[src/rtl/popcount_frame_sequencer.sv]
// Frame sequencer: feeds 32-bit words to an external combinational popcount
// datapath and accumulates the returned counts into a saturating frame total.
module popcount_frame_sequencer #(
  parameter int ACC_W = 16,
  parameter int LEN_W = 8
) (
  input  logic             clk,
  input  logic             rst_n,
  input  logic             start,
  input  logic [LEN_W-1:0] frame_len,
  input  logic [ACC_W-1:0] threshold,
  input  logic             in_valid,
  output logic             in_ready,
  input  logic [31:0]      in_word,
  output logic [31:0]      pc_word,
  input  logic [5:0]       pc_count,
  output logic             busy,
  output logic             done,
  output logic [ACC_W-1:0] total,
  output logic             sat,
  output logic             above
);

  localparam logic [1:0] S_IDLE  = 2'd0;
  localparam logic [1:0] S_RUN   = 2'd1;
  localparam logic [1:0] S_DRAIN = 2'd2;
  localparam logic [1:0] S_DONE  = 2'd3;

  logic [1:0]       state;
  logic [LEN_W-1:0] remaining;
  logic [ACC_W-1:0] thr_q;
  logic [ACC_W-1:0] acc;
  logic [ACC_W-1:0] acc_nxt;
  logic [ACC_W:0]   acc_sum;
  logic             stage_v;
  logic             sat_q;
  logic             sat_nxt;
  logic             above_q;
  logic             accept;

  assign in_ready = (state == S_RUN) && (remaining != '0);
  assign accept   = in_valid & in_ready;
  assign busy     = (state != S_IDLE);
  assign done     = (state == S_DONE);
  assign total    = acc;
  assign sat      = sat_q;
  assign above    = above_q;

  // One extra sum bit catches overflow; the accumulator then pins at all-ones.
  assign acc_sum = {1'b0, acc} + {{(ACC_W - 5){1'b0}}, pc_count};

  always_comb begin
    acc_nxt = acc;
    sat_nxt = sat_q;
    if (stage_v) begin
      if (acc_sum[ACC_W]) begin
        acc_nxt = '1;
        sat_nxt = 1'b1;
      end else begin
        acc_nxt = acc_sum[ACC_W-1:0];
      end
    end
  end

  always_ff @(posedge clk or negedge rst_n) begin
    if (!rst_n) begin
      state     <= S_IDLE;
      remaining <= '0;
      thr_q     <= '0;
      acc       <= '0;
      stage_v   <= 1'b0;
      sat_q     <= 1'b0;
      above_q   <= 1'b0;
      pc_word   <= '0;
    end else begin
      stage_v <= accept;
      acc     <= acc_nxt;
      sat_q   <= sat_nxt;
      if (accept) pc_word <= in_word;
      case (state)
        S_IDLE: begin
          if (start) begin
            remaining <= frame_len;
            thr_q     <= threshold;
            acc       <= '0;
            sat_q     <= 1'b0;
            if (frame_len == '0) begin
              state   <= S_DONE;
              above_q <= (threshold == '0);
            end else begin
              state   <= S_RUN;
              above_q <= 1'b0;
            end
          end
        end
        S_RUN: begin
          if (accept) begin
            remaining <= remaining - 1'b1;
            if (remaining == LEN_W'(1)) state <= S_DRAIN;
          end
        end
        // The final add lands this edge, so compare against the post-add value.
        S_DRAIN: begin
          state   <= S_DONE;
          above_q <= (acc_nxt >= thr_q);
        end
        S_DONE:  state <= S_IDLE;
        default: state <= S_IDLE;
      endcase
    end
  end

endmodule

[config.mk]
export PLATFORM = sky130hd
export DESIGN_NAME = popcount_frame_sequencer
export DESIGN_NICKNAME = d
export VERILOG_FILES = /design/src/rtl/popcount_frame_sequencer.sv
export SDC_FILE = /design/constraint.sdc
export NUM_CORES = 1
export LEC_CHECK = 0
export ABC_AREA = 1
export CAP_MARGIN = 10
export CORE_MARGIN = 1.5
export CORE_UTILIZATION = 49
export DETAILED_ROUTE_END_ITERATION = 7
export PLACE_DENSITY = 0.88
export RECOVER_POWER = 50
export SLEW_MARGIN = 0
export SYNTH_ARGS = -nofsm -noshare
export SYNTH_HDL_FRONTEND = slang
export SYNTH_SLANG_ARGS = --single-unit
[constraint.sdc]
create_clock -name clk -period 3 [get_ports clk]
set_input_delay 0.9 -clock clk [delete_from_list [all_inputs] [get_ports clk]]
set_output_delay 0.9 -clock clk [all_outputs]
set_load 0.005 [all_outputs]
==> Yosys cells after proc, flatten, opt, wreduce, memory -nomap -nowiden <==
Cells that the tools add are included.
{ "word_totals": {"register_bits": 77, "out_inout_bits": 53, "wordCells": 50} }
{ "classes": {"n_reduce_logical": 12, "order_cmp": 1, "bitwise": 1, "addsub": 2, "mux": 19, "eq_ne": 7} }
{ "ops": {"columns": ["op", "n"], "rows": [
  ["$mux W16", 4],
  ["$add A16 B6 Y17", 1],
  ["$ge A16 B16 Y1", 1],
  ["$logic_not A16 Y1", 1],
  ["$mux W8", 2],
  ["$pmux W8 S2", 1],
  ["$eq A8 B1 Y1 const B", 1],
  ["$logic_not A8 Y1", 1],
  ["$mux W2", 4],
  ["$pmux W2 S4", 1],
  ["$reduce_bool A8 Y1", 1],
  ["$sub A8 B1 Y8 const B", 1],
  ["$mux W1", 6],
  ["$reduce_and A3 Y1", 2],
  ["$reduce_bool A2 Y1", 3],
  ["$eq A2 B2 Y1 const B", 2],
  ["$ne A2 B2 Y1 const B", 2],
  ["$reduce_and A2 Y1", 2],
  ["$eq A2 B1 Y1 const B", 1],
  ["$logic_not A2 Y1", 1],
  ["$ne A2 B1 Y1 const B", 1],
  ["$pmux W1 S2", 1],
  ["$and A1 B1 Y1", 1],
  ["$logic_and A1 B1 Y1", 1]
]} }

==> Logic depth before layout (Yosys ltp) <==
{ "logic_depth": {"depth_word": 5, "ltp_mapped": 22, "mapped_depth_nobuf": 22} }

==> Worst setup path before layout <==
Ideal clock, no wire load.
{ "synth_path": {"kind": "in2reg", "startpoint": "input port pc_count[0]", "endpoint": "register above_q, in the netlist above", "stages": 19, "setup_time_ns": 0.121, "setup_slack_ns": -0.036, "arrival_ns": 2.915, "n_path_buf": 0, "path_cell_list": "ha_1 -> fa_1 -> nand2_1 -> nand3_4 -> nand2_1 -> nand2_2 -> inv_1 -> nand2_1 -> o21ai_2 -> inv_1 -> ha_1 -> a21oi_1 -> nand2_1 -> nand2_1 -> nand2_1 -> nand2_1 -> nand2_1 -> nand2_1 -> a21oi_1"} }
{ "synth_via": {"elab_chain_len": 5} }
{ "synth_rtl": {"columns": ["element", "line_no", "text"], "rows": [
  ["from (decl)", "16", "input logic [5:0] pc_count,"],
  ["$add A16 B6 Y17", "50", "assign acc_sum = {1'b0, acc} + {{(ACC_W - 5){1'b0}}, pc_count};"],
  ["$mux W16", "56", "if (acc_sum[ACC_W]) begin"],
  ["$mux W16", "55", "if (stage_v) begin"],
  ["$ge A16 B16 Y1", "105", "above_q <= (acc_nxt >= thr_q);"],
  ["$pmux W1 S2", "80", "case (state)"],
  ["to (signal assigned)", "89", "above_q <= (threshold == '0);"],
  ["to (signal assigned)", "105", null],
  ["to (decl)", "38", "logic above_q;"]
]} }
Every way passes these cells.
A chain may end at the register's enable or synchronous reset.

==> Worst setup path after layout <==
{ "layout_path": {"startpoint": "input port pc_count[5]", "endpoint": "register above_q, in the netlist above"} }
Same word-level chain as after synthesis.

==> results.py <==
metrics = {
    "floorplanning": {
        "io_pins": 119,
        "die_y_um": 98.7,
        "die_w_um": 98.7,
        "initial_core_util": 0.510,
        "die-area_um2": 9740,
        "core-area_um2": 8810,
        "rows": 34,
    },
    "sta": {
        "period_minus_slack_ns": 2.94,
        "finalSetupViolCount": 0,
        "hold_viol": 0,
        "fin_crit_sh": 0.980,
        "relSlewSlack": -0.271,
        "tightest_slew_ns": 1.91,
        "drv_slew": 78,
        "holdWs_ns": 0.485,
        "max_clock_freq_mhz": 340,
        "skew_ns": 0.00922,
    },
    "worst_setup_path": {
        "critPathRequiredTime_ns": 3.25,
        "cp_cell_sequence": "clkdlybuf4s15_1 -> ha_4 -> nand2_1 -> nor2_1 -> nand2_2 -> nand2_4 -> buf_4 -> nand3_1 -> nand2_1 -> nand3_2 -> ha_1 -> a21oi_1 -> o21ai_1 -> a21oi_2 -> nand2_1 -> nand2_1 -> a21oi_1",
        "critPathTopFamily": "simple AND/OR/NAND/NOR gates",
        "worstPathMaxFanout": 5,
        "slowest_stage": "ha_4",
        "critical_path_buf_inv_count": 2,
        "crit_arrival_ns": 3.18,
        "endpoint_kind": "flop",
        "start_kind": "input pin",
        "max_stage_delay_ns": 0.32,
        "critical_path_class": "input pin to flop",
        "crit_top_cell": "nand2_1",
    },
    "placed_design": {
        "io_buffers": 118,
        "place_inst": 818,
        "gp_congestion": 0.874,
        "hpwl_um": 8240,
    },
    "power": {
        "p_per_area_nw_per_um2": 898,
        "combinationalPowerShare": 0.549,
        "power_leakage_nw": 3.27,
        "p_sw_mw": 2.41,
        "switching_share": 0.416,
        "p_total_mw": 5.79,
        "clkPwrFrac": 0.143,
        "p_int_mw": 3.38,
        "vdd_drop_max_v": 0.000516,
        "p_seq_frac": 0.308,
    },
    "clocking": {
        "clkLatencyLatePin_ns": 0.36,
        "clk_pin_slew_ns": 0.08,
        "cts_buffer_depth": 2,
        "cts_sinks": 77,
        "cts_tree": "yes",
        "root_buffer": "clkbuf_8",
        "numCtsBuffers": 9,
        "h-tree-depth": 3,
        "cts_hold_buf": 0,
    },
    "finish": {
        "final_common_cell": "nand2_1",
        "instances_no_fill": 847,
        "area_delta_synth_final_pct": 43.8,
        "diodes": 0,
        "drive_above_1_share": 0.184,
        "layout_common_cells": "nand2_1 (209), clkdlybuf4s50_1 (109), dfrtp_1 (77)",
        "fin_nets": 830,
    },
    "run_status": {
        "violations": "DRC, capacitance limit, slew limit",
        "status": "complete, but fails checks",
    },
    "yosys": {
        "ys_types": 35,
        "yosysWarnings": 0,
        "muxShareOfSynthArea": 0,
        "synth_top_family_by_area": "simple AND/OR/NAND/NOR gates",
        "ys_seq_elements": 77,
        "syn-cell-area_um2": 4490,
        "synthXorXnorAreaFrac": 0.0117,
        "synthArstFlopShare": 1.00,
        "syn_nets": 683,
        "synth_ff_type": "dfrtp_1",
        "synthAdderAreaFrac": 0.0853,
        "synthCells": 587,
        "ys_seq_area_frac": 0.429,
        "synth_edf_count": 0,
        "yosys.area_share.simple": 0.308,
        "avgSynthCellArea_um2": 7.64,
        "synth_compound_area_frac": 0.0772,
    },
    "global_route": {
        "grtUsageTotal": 0.261,
        "grt_antenna_before_repair": 0,
        "grt_pass1_vias": 4630,
        "gr-total-overflow": 0,
        "grt_pass1_wl_um": 20500,
        "grt_max_degree": 78,
    },
    "worst_hold_path": {
        "hold_class": "flop to flop",
    },
    "route": {
        "drt_wl_total_um": 12400,
        "firstDrtPassIters": 7,
        "antenna_left": 0,
        "wl_per_cell_um": 14.6,
        "drt_iter0_markers": 341,
        "drcViolationCount": 7,
        "viasPerCell": 5.21,
        "routed-via-count": 4417,
    },
    "run": {
        "max_cap_violations": 1,
    },
}
synthesized netlist by cell type, types with 3 or more instances:
cell type / count / area (um2)
nand2_1: 223 / 837
inv_1: 79 / 297
dfrtp_1: 77 / 1930
nor2_1: 39 / 146
ha_1: 29 / 363
o21ai_0: 26 / 130
nand3_1: 20 / 100
a21oi_1: 14 / 70.1
nand4_1: 10 / 62.6
nand2_2: 8 / 50.1
o21ai_2: 8 / 70.1
buf_2: 6 / 30.0
nand3_2: 6 / 60.1
xor2_1: 5 / 43.8
clkbuf_1: 4 / 15.0
nor2_2: 4 / 25.0
a31oi_1: 3 / 18.8
buf_6: 3 / 33.8
nor3_1: 3 / 15.0
per-layer routing:
layer / global-route usage / part of all wire
met1: 0.306 / 0.40
met2: 0.451 / 0.49
met5: 0 / 0
met3: 0.0688 / 0.073
met4: 0.115 / 0.038
power groups by stage:
| stage | Combinational, mW | Clock, mW | Sequential (mW) |
|---|---|---|---|
| floorplan | 1.61 | 0 | 1.72 |
| global placement | 2.59 | 0 | 1.75 |
| global route | 3.50 | 0.879 | 1.84 |
| CTS | 3.02 | 0.832 | 1.78 |
| detailed placement | 2.74 | 0 | 1.76 |
| finish | 3.18 | 0.830 | 1.78 |
per-stage QoR:
step	worst slack (ns)	util	TNS, ns	area [um2]
2_1_floorplan	0.00166	-	0	4490
5_1_grt	-0.0301	0.733	-0.0301	6450
3_5_place_dp	-0.738	0.667	-0.825	5880
6_report	0.0607	0.733	0	6450
3_3_place_gp	-0.515	0.667	-0.515	5880
4_1_cts	0.0260	0.724	0	6370
sequential cells by signal (all words and copies together), names as in the netlist:
register and cells:
total 16, above 1, remaining 8, pc_word 32
sat 1, state 2, stage_v 1, thr_q 16
worst paths after layout:
check | slack, ns | to | cells after the start | startpoint
max | 0.06 | above | 17 | pc_count[5]
min | 0.49 | pc_word[11] | 2 | pc_word[11]
max reg2reg | 0.18 | above | 12 | stage_v
min reg2reg | 0.49 | pc_word[11] | 2 | pc_word[11]
max in group asynchronous | 0.81 | total[9] | 1 | rst_n
min in group asynchronous | 1.06 | pc_word[1] | 1 | rst_n
what timing repair did:
action                                  4_1_cts  5_1_grt
gates resized for setup                      51       33
gates cloned                                  0        0
buffers inserted                             11        2
pin swaps                                    25       25
endpoints found under the setup margin        1        1
layout make-up:
cell class / instances / area [um2]
well taps: 108 / 135
clock buffers: 10 / 138
clock inverters: 6 / 70.1
repair buffers: 151 / 1430
inverters: 81 / 304
fillers: 629 / 2350
multi-input cells: 414 / 2450
flip-flops and latches: 77 / 1930
logic make-up (layout without fill, tap and decap cells):
logic type,after synthesis,after routing
simple gates,321,321
buf+inv,96,248
flops,77,77
compound gates,57,57
fa+ha+maj,30,30
xor+xnor,6,6
worst reg2reg max path, delay by kind of cell (launching register included):
family	cells	cell delay (ns)
flops	1	0.89
fa+ha+maj	1	0.31
simple gates	9	1.25
xor+xnor	1	0.19
compound gates	1	0.12
(Power assumes the default switching activity.)
